$ cat src/rtl/pipe_stage_reg.sv
// Inter-stage pipeline register: two-entry skid buffer with valid/ready handshake,
// flush with NOP bubble injection, and saturating stall/drop counters.
module pipe_stage_reg #(
  parameter int                 DATA_W    = 64,
  parameter logic [DATA_W-1:0]  NOP_VALUE = 'h13,
  parameter int                 CNT_W     = 16
) (
  input  logic              clk,
  input  logic              rst,
  input  logic              flush,
  input  logic              in_valid,
  output logic              in_ready,
  input  logic [DATA_W-1:0] in_data,
  output logic              out_valid,
  input  logic              out_ready,
  output logic [DATA_W-1:0] out_data,
  output logic [CNT_W-1:0]  stall_count,
  output logic [CNT_W-1:0]  drop_count
);

  typedef enum logic [1:0] {EMPTY, ONE, TWO} state_t;

  state_t              state_q, state_d;
  logic [DATA_W-1:0]   main_q, main_d;
  logic [DATA_W-1:0]   skid_q, skid_d;
  logic [CNT_W-1:0]    stall_count_q, stall_count_d;
  logic [CNT_W-1:0]    drop_count_q, drop_count_d;
  logic                acc_in, acc_out;
  logic [1:0]          held;
  logic [1:0]          dropped;

  function automatic logic [CNT_W-1:0] sat_add(input logic [CNT_W-1:0] cnt,
                                               input logic [1:0]       inc);
    logic [CNT_W:0] sum;
    sum = {1'b0, cnt} + (CNT_W+1)'(inc);
    return sum[CNT_W] ? {CNT_W{1'b1}} : sum[CNT_W-1:0];
  endfunction

  // Handshake outputs depend on the state register only, so in_ready is registered.
  assign out_valid   = (state_q != EMPTY);
  assign in_ready    = (state_q != TWO);
  assign out_data    = out_valid ? main_q : NOP_VALUE;
  assign stall_count = stall_count_q;
  assign drop_count  = drop_count_q;

  assign acc_in  = in_valid & in_ready;
  assign acc_out = out_valid & out_ready;

  always_comb begin
    state_d       = state_q;
    main_d        = main_q;
    skid_d        = skid_q;
    stall_count_d = stall_count_q;
    drop_count_d  = drop_count_q;
    held          = (state_q == TWO) ? 2'd2 : (state_q == ONE) ? 2'd1 : 2'd0;
    // An entry leaving on acc_out in the flush cycle was delivered, not dropped.
    dropped       = held - {1'b0, acc_out} + {1'b0, acc_in};

    if (out_valid && !out_ready)
      stall_count_d = sat_add(stall_count_q, 2'd1);

    if (flush) begin
      state_d      = EMPTY;
      drop_count_d = sat_add(drop_count_q, dropped);
    end else begin
      case (state_q)
        EMPTY: begin
          if (acc_in) begin
            state_d = ONE;
            main_d  = in_data;
          end
        end
        ONE: begin
          if (acc_in && acc_out) begin
            main_d = in_data;
          end else if (acc_in) begin
            state_d = TWO;
            skid_d  = in_data;
          end else if (acc_out) begin
            state_d = EMPTY;
          end
        end
        TWO: begin
          if (acc_out) begin
            state_d = ONE;
            main_d  = skid_q;
          end
        end
        default: state_d = EMPTY;
      endcase
    end
  end

  always_ff @(posedge clk) begin
    if (rst) begin
      state_q       <= EMPTY;
      stall_count_q <= '0;
      drop_count_q  <= '0;
    end else begin
      state_q       <= state_d;
      stall_count_q <= stall_count_d;
      drop_count_q  <= drop_count_d;
    end
  end

  // Payload storage carries no reset; out_data is masked by state while empty.
  always_ff @(posedge clk) begin
    main_q <= main_d;
    skid_q <= skid_d;
  end

endmodule
$ cat config.mk
export PLATFORM = sky130hd
export DESIGN_NAME = pipe_stage_reg
export DESIGN_NICKNAME = d
export VERILOG_FILES = /design/src/rtl/pipe_stage_reg.sv
export SDC_FILE = /design/constraint.sdc
export NUM_CORES = 1
export LEC_CHECK = 0
export CAP_MARGIN = 40
export CORE_MARGIN = 8
export CORE_UTILIZATION = 54
export DETAILED_ROUTE_END_ITERATION = 8
export PLACE_DENSITY = 0.86
export SETUP_SLACK_MARGIN = 0.05
export SYNTH_ARGS = -nofsm -noshare
export SYNTH_HDL_FRONTEND = slang
export SYNTH_SLANG_ARGS = --single-unit
$ cat constraint.sdc
create_clock -name clk -period 19.4 [get_ports clk]
set_input_delay 1.94 -clock clk [delete_from_list [all_inputs] [get_ports clk]]
set_output_delay 1.94 -clock clk [all_outputs]
set_load 0.01 [all_outputs]
==> key figures, run 1 <==
Place
  • PortBufs: approximately 170
  • HPWL Detailed: about 11000 um
  • GPL Wtd Cong: 0.855
  • Placed inst area: roughly 8800 um2

Routing
  • Vias: 4502
  • Wire per inst: approximately 19 um
  • First DRT Iteration DRCs: approximately 400
  • First drt pass iteration count: 5
  • Remaining antenna violation count: 0
  • Routed WL: about 16000 um
  • Drt via density: around 5.4
  • DRC viols: 0

Die
  • I/O pins: between 150 and 200
  • Core ar.: 12600 um2
  • Die Ht: around 130 um
  • # rows: 41
  • Die area: approximately 17000 um2
  • Starting density of the core: 55.3%
  • Die W: between 100 and 150 um

Synth
  • Post-synth cell types: 51
  • Share of the synthesized area in the top cell type: between 50% and 60%
  • Yosys Warn Count: 0
  • Largest cells by area after synthesis: edfxtp_1 (55%), mux2_2 (11%), dfxtp_1 (9.8%), and2_1 (5.6%), xnor2_1 (1.9%)
  • Synthesized area: between 6000 and 7000 um2
  • Synth cell count leaders: edfxtp_1 (128), mux2_2 (65), and2_1 (62)
  • Sequential fraction of the synthesis area: around two thirds
  • Synth Net Count: about 560
  • Synth area leader: edfxtp_1
  • Main synth FF type: edfxtp_1
  • Seq cells post-synth: between 150 and 200
  • EDFF count, synth: 128
  • Post-Syn Instances: just under 500
  • Most frequent cell after synthesis: edfxtp_1
  • Asr flop ratio synth: 0%
  • Average cell area after synthesis: about 14 um2

Worst hold path
  • Hold depth: 1
  • Hold EP: main_q[36]$_DFFE_PP_
  • Worst Hold Class: reg2reg
  • Worst hold start: skid_q[36]$_DFFE_PP_

Clocking
  • Clock transition at path regs: around 0.060 ns
  • Total CTS buffers: 17
  • Setup Fix Bufs, Post-CTS: 0
  • Post-cts sizing count: 0
  • CTS tree: yes
  • Clock sinks: 162
  • Insertion delay to the later sink of the worst-skew pair: approximately 0.41 ns
  • Max Buffers Root-to-Sink: 2
  • Post-CTS Hold Buffers: 0
  • H-tree Lvls: 4
  • Clock root buffer master: clkbuf_16

Pwr
  • Logic gate share of total power: 7.5%
  • Pwr/cell area: roughly 81 nW/um2
  • Total power: between 700 and 800 uW
  • Peak VDD IR: 0.0529 mV
  • Seq pwr share: approximately 51%
  • Pleak: 3.12 nW
  • Int Power: 598 uW
  • Switching part of the total: approximately 22%
  • Psw: between 150 and 200 uW
  • Clk pwr share: between 40% and 50%

Finish
  • Layout cell share with drive strength beyond 1: 19.4%
  • Area grow syn2layout: 34.8%
  • Antenna fix cells: 0
  • Final #Nets: around 720
  • Post-route cell area: 9360 um2

Global route
  • Vias in the first global route: roughly 4700
  • Total grt overflow: 0
  • Initial antenna violation count: 1
  • First-pass GRT wire length: approximately 25000 um
  • Largest net degree at the start of global routing: 65
  • Gr usage total: between 10% and 20%

Worst setup path
  • Crit path largest cell delay: about 0.56 ns
  • Crit-path cells: or2_2, buf_16, and2_1, clkdlybuf4s50_1
  • Worst r2r src: state_q[1]$_SDFFE_PP0P_
  • Startpoint types: register
  • Flop-to-flop setup slack: around 16 ns
  • Critical Path RT: ~17 ns
  • Crit path DAT: 2.45 ns
  • CP endpoint kind: output pin
  • Critical-path top delay cell: dfxtp_1
  • Critical path class: reg2out
  • CP max FO: 38
  • Worst R2R End: main_q[34]$_DFFE_PP_
  • R2R depth: 6

STA
  • Tmin final: about 4.4 ns
  • # setup viols final: 0
  • RSZ-0062 raised after global routing: false
  • Peak Freq: about 230 MHz
  • TNS Setup: 0 ns
  • Pins Over Slew Limit: 0
  • Rel. slew slack: about two fifths
  • Worst slew pin tran: roughly 0.89 ns
  • Fin Clk Skew: about 0.0099 ns
  • Endpoints failing hold: 0
  • Tcrit/Tclk final: a little under a quarter

Job
  • Maxcap violations: 0

Run status
  • Status: complete, no violations
==> cells by family (layout without fill, tap and decap cells) <==
family | after synthesis | in the layout | share of synthesized area (%)
buffers and inverters | 31 | 211 | 2.13
multiplexers | 68 | 68 | 11.0
flip-flops | 162 | 162 | 65.1
XOR/XNOR | 16 | 16 | 2.02
AND/OR/NAND/NOR | 149 | 149 | 13.8
AO/OA/AOI/OAI | 50 | 50 | 4.97
adder cells (fa/ha/maj) | 5 | 5 | 1.01
==> metal layers <==
metal  vias to the layer above  track usage (%)  part of all wire [%]
li1                       2130                -                     -
met1                      2188             24.5                    43
met2                       173             31.3                    48
met3                         9             6.78                   7.9
met4                         2             5.26                  0.69
met5                         -                0                 0.082
==> stage by stage <==
step / setup WS [ns] / hold slack (ns) / cells / util, %
after floorplan: 11.96 / 0.523 / 481 / -
after global placement: 14.85 / 0.520 / 799 / 69.6
after detailed placement: 14.67 / 0.530 / 801 / 70.0
after CTS: 14.97 / 0.546 / 833 / 74.5
after global routing: 14.82 / 0.554 / 833 / 74.5
final: 15.01 / 0.541 / 833 / 74.5
==> cells in the final DEF (no fill, tap or decap), drive strengths merged, types with 3 or more instances in the layout <==
| cell | count |
|---|---|
| a211oi | 4 |
| a21oi | 20 |
| a311oi | 3 |
| a31oi | 4 |
| and2 | 62 |
| and3 | 3 |
| buf | 6 |
| clkbuf | 18 |
| clkdlybuf4s50 | 166 |
| clkinv | 6 |
| clkinvlp | 3 |
| dfxtp | 34 |
| edfxtp | 128 |
| ha | 4 |
| inv | 11 |
| mux2 | 65 |
| mux2i | 3 |
| nand2 | 12 |
| nand2b | 6 |
| nand3 | 12 |
| nand4 | 8 |
| nor2 | 16 |
| nor3 | 17 |
| nor4 | 8 |
| o21ai | 9 |
| xnor2 | 15 |
==> registers in the layout, indices dropped and copies added, names as in the netlist <==
register,flops
drop_count,16
main_q,64
skid_q,64
stall_count,16
state_q,2
==> how the worst max path moves through the flow <==
stage	start	to	slack (ns)	cells after the start
finish	state_q[0]$_SDFFE_PP0P_	out_data[41]	15.01	4
CTS	state_q[0]$_SDFFE_PP0P_	out_data[61]	14.97	4
detailed placement	out_ready	drop_count[9]$_SDFFE_PP0P_	14.67	10
global route	state_q[0]$_SDFFE_PP0P_	out_data[41]	14.82	4
global placement	out_ready	drop_count[13]$_SDFFE_PP0P_	14.85	10
floorplan	in_valid	skid_q[0]$_DFFE_PP_	11.96	2
==> critical path: cells and delay by family, from the launching register on <==
family                 cells  cell delay (ns)
AND/OR/NAND/NOR            2             0.69
flip-flops                 1             0.56
buffers and inverters      2             0.79
==> layout make-up <==
cell class,instances,area (um2)
flip-flops and latches,162,4520
fillers,800,3210
multi-input cells,288,2300
repair buffers,172,1740
clock buffers,18,429
well taps,172,215
clock inverters,14,133
inverters,7,26.3
==> power by group through the flow <==
stage / Combinational, mW / Clock [mW] / Sequential [mW]
5_1_grt: 0.0620 / 0.337 / 0.390
3_3_place_gp: 0.0552 / 0 / 0.396
3_5_place_dp: 0.0577 / 0 / 0.396
4_1_cts: 0.0584 / 0.322 / 0.389
6_report: 0.0574 / 0.316 / 0.389
2_1_floorplan: 0.0238 / 0 / 0.396
No activity file was read; power rests on OpenSTA's default activity.
==> run 2: changes to the inputs <==
--- a/config.mk
+++ b/config.mk
@@ -7,9 +7,9 @@
 export LEC_CHECK = 0
 export CAP_MARGIN = 40
 export CORE_MARGIN = 8
-export CORE_UTILIZATION = 54
+export CORE_UTILIZATION = 50
 export DETAILED_ROUTE_END_ITERATION = 8
-export PLACE_DENSITY = 0.86
+export PLACE_DENSITY = 0.8
 export SETUP_SLACK_MARGIN = 0.05
 export SYNTH_ARGS = -nofsm -noshare
 export SYNTH_HDL_FRONTEND = slang
==> constraint.sdc (replaced) <==
create_clock -name clk -period 4.47 [get_ports clk]
set_input_delay 0.447 -clock clk [delete_from_list [all_inputs] [get_ports clk]]
set_output_delay 0.447 -clock clk [all_outputs]
set_load 0.01 [all_outputs]
==> key figures, run 2 (same netlist as run 1, synthesis figures left out) <==
Run status
  • Status: complete, no violations

Place
  • HPWL Detailed: 10500 um (-1.3%)
  • GPL Wtd Cong: 0.867 (+1.5%)
  • PortBufs: 166 (unchanged)

Worst setup path
  • Critical path class: reg2reg
  • CP endpoint kind: register
  • CP max FO: 66 (+74%)
  • Startpoint types: register
  • Crit path DAT: 3.11 ns (+0.66 ns)
  • Critical Path RT: 4.50 ns (-12.96 ns)

Finish
  • Antenna fix cells: 0 (unchanged)
  • Commonest non-fill, non-tap cell in the layout: clkdlybuf4s50_1
  • Area grow syn2layout: 34.6%
  • Most frequent cells in the layout: clkdlybuf4s50_1 (166), edfxtp_1 (128), mux2_2 (65), and2_1 (62), dfxtp_1 (34)
  • Layout cell share with drive strength beyond 1: 19.2% (-0.12 points)
  • Top Registers: main_q: 64 flops, skid_q: 64 flops
  • Final #Nets: 721 (-0.14%)

Clocking
  • Clock sinks: 162 (unchanged)
  • Total CTS buffers: 17 (unchanged)
  • Setup Fix Bufs, Post-CTS: 0 (unchanged)
  • CTS tree: yes
  • Clock transition at path regs: 0.07 ns (about the same)
  • Post-CTS Hold Buffers: 0 (unchanged)
  • Clock root buffer master: clkbuf_16
  • Post-cts sizing count: 0 (unchanged)
  • Insertion delay to the later sink of the worst-skew pair: 0.40 ns (about the same)
  • Max Buffers Root-to-Sink: 2 (unchanged)
  • H-tree Lvls: 4 (unchanged)

STA
  • TNS Setup: 0 ns (unchanged)
  • Endpoints failing hold: 0 (unchanged)
  • Worst slew pin tran: 0.887 ns (+0.000652 ns)
  • RSZ-0062 raised after global routing: false
  • Pins Over Slew Limit: 0 (unchanged)
  • Tmin final: 3.08 ns
  • # setup viols final: 0 (unchanged)
  • Rel. slew slack: 40.9% (-0.044 points)
  • Tcrit/Tclk final: slightly below 70%
  • Fin Clk Skew: 0.0105 ns (+0.000603 ns)
  • Peak Freq: 325 MHz

Pwr
  • Pleak: 3.12 nW (about the same)
  • Pwr/cell area: 354 nW/um2 (+330%)
  • Total power: 3.31 mW (+330%)
  • Peak VDD IR: 0.233 mV (+340%)

Global route
  • Initial antenna violation count: 0 (-1)
  • Largest net degree at the start of global routing: 67 (+3.1%)
  • Total grt overflow: 0 (unchanged)
  • Vias in the first global route: 4682 (-1.3%)
  • Gr usage total: 17.1% (-2.3 points)
  • First-pass GRT wire length: 24600 um (-2.9%)

Routing
  • First drt pass iteration count: 4 (-1)
  • DRC viols: 0 (unchanged)
  • Vias: 4503 (+0.022%)
  • Remaining antenna violation count: 0 (unchanged)
  • Drt via density: 5.36 (-0.81%)
  • First DRT Iteration DRCs: 339 (-15%)
  • Wire per inst: 18.3 um (-3.7%)
  • Routed WL: 15400 um (-2.9%)

Worst hold path
  • Worst Hold Class: reg2reg

Die
  • Die area: 17900 um2 (+7.0%)
  • Die Ht: 134 um (+3.4%)
  • Die W: 134 um (+3.4%)
  • I/O pins: 167 (unchanged)
  • Core ar.: 13700 um2 (+9.2%)
  • # rows: 43 (+4.9%)
  • Starting density of the core: 50.6% (-4.6 points)

Job
  • Maxcap violations: 0 (unchanged)
[run 2: changes by cell type in the layout (fill, tap and decap cells not counted)]
cell | previous run | this run
clkinv_4 | 3 | 5
clkinvlp_4 | 3 | 1
inv_6 | 2 | 4
inv_8 | 2 | 0
buf_16 | 1 | 0
nor3b_2 | 1 | 0
nor3b_4 | 0 | 1
[run 2: metal layers]
layer  GRT usage, %  wire [um]  share of wire [%]  up-vias
met5              0          0                  0        -
met4           4.18        107               0.69        0
met3           5.76       1120                7.3       10
met2           27.3       7430                 48      158
met1           22.0       6760                 44     2212
li1               -          -                  -     2123
[run 2: critical path, cell delays in order, from the launching register on]
cell     delay [ns]
dfxtp_1        0.53
nor2b_4        0.23
buf_4          0.65
o21ai_0        0.38
a21oi_4        0.18
buf_4          0.69
[run 2: power by group]
part	switching, mW	internal (mW)	total [mW]
registers	0.0127	1.67	1.69
logic	0.104	0.143	0.248
clock network	0.599	0.775	1.37
total	0.716	2.59	3.31
[run 2: through the flow]
step / hold WS, ns / utilization (%) / cell area, um2 / std cells / setup slack [ns]
floorplan: 0.523 / - / 6960 / 481 / 0.820
global placement: 0.518 / 63.9 / 8770 / 807 / 1.38
detailed placement: 0.535 / 64.1 / 8790 / 808 / 1.16
CTS: 0.547 / 68.1 / 9350 / 840 / 1.34
global route: 0.561 / 68.1 / 9350 / 840 / 1.11
finish: 0.542 / 68.1 / 9350 / 840 / 1.39
[run 2: worst paths after layout]
check | start | end | slack [ns] | cells after the start
worst min register to register | skid_q[26]$_DFFE_PP_ | main_q[26]$_DFFE_PP_ | 0.54 | 1
worst max register to register | state_q[1]$_SDFFE_PP0P_ | main_q[14]$_DFFE_PP_ | 1.39 | 5
worst min-delay path | skid_q[26]$_DFFE_PP_ | main_q[26]$_DFFE_PP_ | 0.54 | 1
worst max-delay path | state_q[1]$_SDFFE_PP0P_ | main_q[14]$_DFFE_PP_ | 1.39 | 5
[run 2: cell type report]
class / instances / area [um2]
clock buffer: 18 / 429
clock inverter: 14 / 130
inverter: 7 / 26.3
fill: 997 / 4370
timing repair buffer: 171 / 1710
multi-input combinational: 288 / 2300
sequential: 162 / 4520
tap: 180 / 225
==> run 3: changes to the inputs <==
==> constraint.sdc (replaced) <==
create_clock -name clk -period 3.05 [get_ports clk]
set_input_delay 0.305 -clock clk [delete_from_list [all_inputs] [get_ports clk]]
set_output_delay 0.305 -clock clk [all_outputs]
set_load 0.01 [all_outputs]
==> key figures, run 3 (same netlist as run 1, synthesis figures left out) <==
Worst setup path
  • Critical path class: reg2reg
  • Flop-to-flop setup slack: 0.32 ns (-1.08 ns)
  • Worst R2R End: main_q[4]$_DFFE_PP_
  • Startpoint types: register
  • R2R depth: 5 (unchanged)
  • Worst r2r src: state_q[1]$_SDFFE_PP0P_
  • Critical Path RT: 3.13 ns (-1.37 ns)
  • CP max FO: 66 (unchanged)
  • CP endpoint kind: register
  • Crit path DAT: 2.81 ns (-0.30 ns)

Pwr
  • Pwr/cell area: 525 nW/um2 (+48%)
  • Psw: 1.00 mW (+40%)
  • Peak VDD IR: 0.376 mV (+61%)
  • Switching part of the total: 20.2% (-1.4 points)
  • Clk pwr share: 42.6% (+1.1 points)
  • Pleak: 3.14 nW (+0.60%)
  • Logic gate share of total power: 7.4% (about the same)
  • Int Power: 3.94 mW (+52%)
  • Seq pwr share: 50.0% (-1.0 points)

Clocking
  • Total CTS buffers: 17 (unchanged)
  • H-tree Lvls: 4 (unchanged)
  • Clock root buffer master: clkbuf_16
  • Clock transition at path regs: 0.06 ns (about the same)
  • Clock sinks: 162 (unchanged)
  • Post-CTS Hold Buffers: 0 (unchanged)
  • Insertion delay to the later sink of the worst-skew pair: 0.42 ns (+0.02 ns)
  • Setup Fix Bufs, Post-CTS: 0 (unchanged)
  • CTS tree: yes
  • Max Buffers Root-to-Sink: 2 (unchanged)

STA
  • Worst slew pin tran: 0.874 ns (-0.0129 ns)
  • Fin Clk Skew: 0.00445 ns (-0.00606 ns)
  • Peak Freq: 366 MHz (+13%)
  • Rel. slew slack: 41.7% (+0.86 points)
  • TNS Setup: 0 ns (unchanged)
  • Tcrit/Tclk final: 89.6% (+21 points)
  • Tmin final: 2.73 ns (-0.343 ns)
  • Endpoints failing hold: 0 (unchanged)
  • Hold_ws: 0.465 ns (-0.0763 ns)
  • Pins Over Slew Limit: 0 (unchanged)
  • # setup viols final: 0 (unchanged)
  • RSZ-0062 raised after global routing: false

Place
  • GPL Wtd Cong: 0.853 (-1.6%)
  • PortBufs: 166 (unchanged)
  • Dpl cells: 811 (+0.37%)
  • HPWL Detailed: 10400 um (about the same)

Finish
  • Fill count: 950 (-4.7%)
  • Layout cell share with drive strength beyond 1: 19.6% (+0.37 points)
  • Reg area: 4520 um2 (unchanged)
  • Commonest non-fill, non-tap cell in the layout: clkdlybuf4s50_1
  • Multi-input gate area: 2310 um2 (+0.22%)
  • Final core occ: 68.7% (+0.53 points)
  • Antenna fix cells: 0 (unchanged)
  • Area grow syn2layout: 35.6%
  • Layout Cells excl Fill: 843 (+0.36%)
  • Most frequent cells in the layout: clkdlybuf4s50_1 (166), edfxtp_1 (128), mux2_2 (65), and2_1 (62), dfxtp_1 (34)
  • Top Registers: main_q: 64 flops, skid_q: 64 flops
  • Final #Nets: 724 (+0.42%)

Routing
  • Wire per inst: 18.2 um (-0.87%)
  • Drt via density: 5.32 (-0.73%)
  • First drt pass iteration count: 5 (+1)
  • Remaining antenna violation count: 0 (unchanged)
  • DRC viols: 0 (unchanged)
  • Vias: 4486 (-0.38%)
  • First DRT Iteration DRCs: 276 (-19%)
  • Routed WL: 15300 um (-0.52%)

Global route
  • Largest net degree at the start of global routing: 67 (unchanged)
  • Initial antenna violation count: 1 (+1)
  • Gr usage total: 17.1% (+0.047 points)
  • Vias in the first global route: 4620 (-1.3%)
  • First-pass GRT wire length: 24300 um (-1.1%)
  • Total grt overflow: 0 (unchanged)

Worst hold path
  • Worst Hold Class: in2reg
  • Worst hold start: in_data[15]
  • Hold depth: 1 (unchanged)
  • Hold EP: skid_q[15]$_DFFE_PP_

Die
  • I/O pins: 167 (unchanged)
  • Starting density of the core: 50.6% (unchanged)
  • Core ar.: 13700 um2 (unchanged)
  • Die W: 134 um (unchanged)
  • Die area: 17900 um2 (unchanged)
  • Die Ht: 134 um (unchanged)
  • # rows: 43 (unchanged)

Run status
  • Status: complete, no violations

Job
  • Maxcap violations: 0 (unchanged)
## run 3: cell types whose count changed in the layout (fill, tap and decap cells not counted), moves of 2 or more
cell / delta
bufinv_16: +2
buf_4: +2
inv_6: -3
clkinv_4: -4
clkinv_1: +2
clkinvlp_4: +4
## run 3: per-layer routing
layer  vias to the layer above  part of all wire, %  track usage, %
met5                         -                0.052               0
met4                         2                 0.76            4.18
met3                        11                  8.2            6.54
met2                       160                   48            28.7
met1                      2197                   43            20.4
li1                       2116                    -               -
## run 3: power by group through the flow
stage | Combinational [mW] | Clock [mW] | Sequential (mW)
6_report | 0.368 | 2.10 | 2.47
2_1_floorplan | 0.155 | 0 | 2.51
3_5_place_dp | 0.372 | 0 | 2.52
3_3_place_gp | 0.362 | 0 | 2.52
5_1_grt | 0.397 | 2.23 | 2.48
4_1_cts | 0.375 | 2.14 | 2.47
## run 3: through the flow
step           cell area, um2  power, mW  setup slack [ns]
2_1_floorplan            6970       2.67             0.216
3_3_place_gp             8820       2.88             0.205
3_5_place_dp             8820       2.89             0.109
4_1_cts                  9420       4.99             0.131
5_1_grt                  9420       5.10             0.134
6_report                 9420       4.94             0.317
## run 3: worst max-delay path by stage
stage                                             end  depth (start not counted)                     from  slack, ns
after floorplan           drop_count[15]$_SDFFE_PP0P_                         13  state_q[1]$_SDFFE_PP0P_       0.22
after global placement    drop_count[13]$_SDFFE_PP0P_                         10                out_ready       0.20
after detailed placement   drop_count[9]$_SDFFE_PP0P_                         10                out_ready       0.11
after CTS                                out_data[59]                          4  state_q[0]$_SDFFE_PP0P_       0.13
after global routing              main_q[4]$_DFFE_PP_                          5  state_q[1]$_SDFFE_PP0P_       0.13
final                             main_q[4]$_DFFE_PP_                          5  state_q[1]$_SDFFE_PP0P_       0.32
## run 3: timing repair
action                     CTS  global route
setup endpoints to repair    0            23
hold endpoints to repair     0             0
gates resized for setup      0             2
## run 3: area by class of cell
class | instances | area share (%)
Clock inverter | 15 | 1.77
Tap cell | 180 | 2.39
Multi-Input combinational cell | 288 | 24.5
Timing Repair Buffer | 174 | 18.5
Inverter | 7 | 0.279
Clock buffer | 17 | 4.52
Sequential cell | 162 | 48.0
## run 3: critical path: stages, from the launching register on
cell and delay (ns):
dfxtp_1 0.51, nor2b_4 0.22, buf_4 0.70, o21ai_0 0.36, a21oi_4 0.22, buf_12 0.32
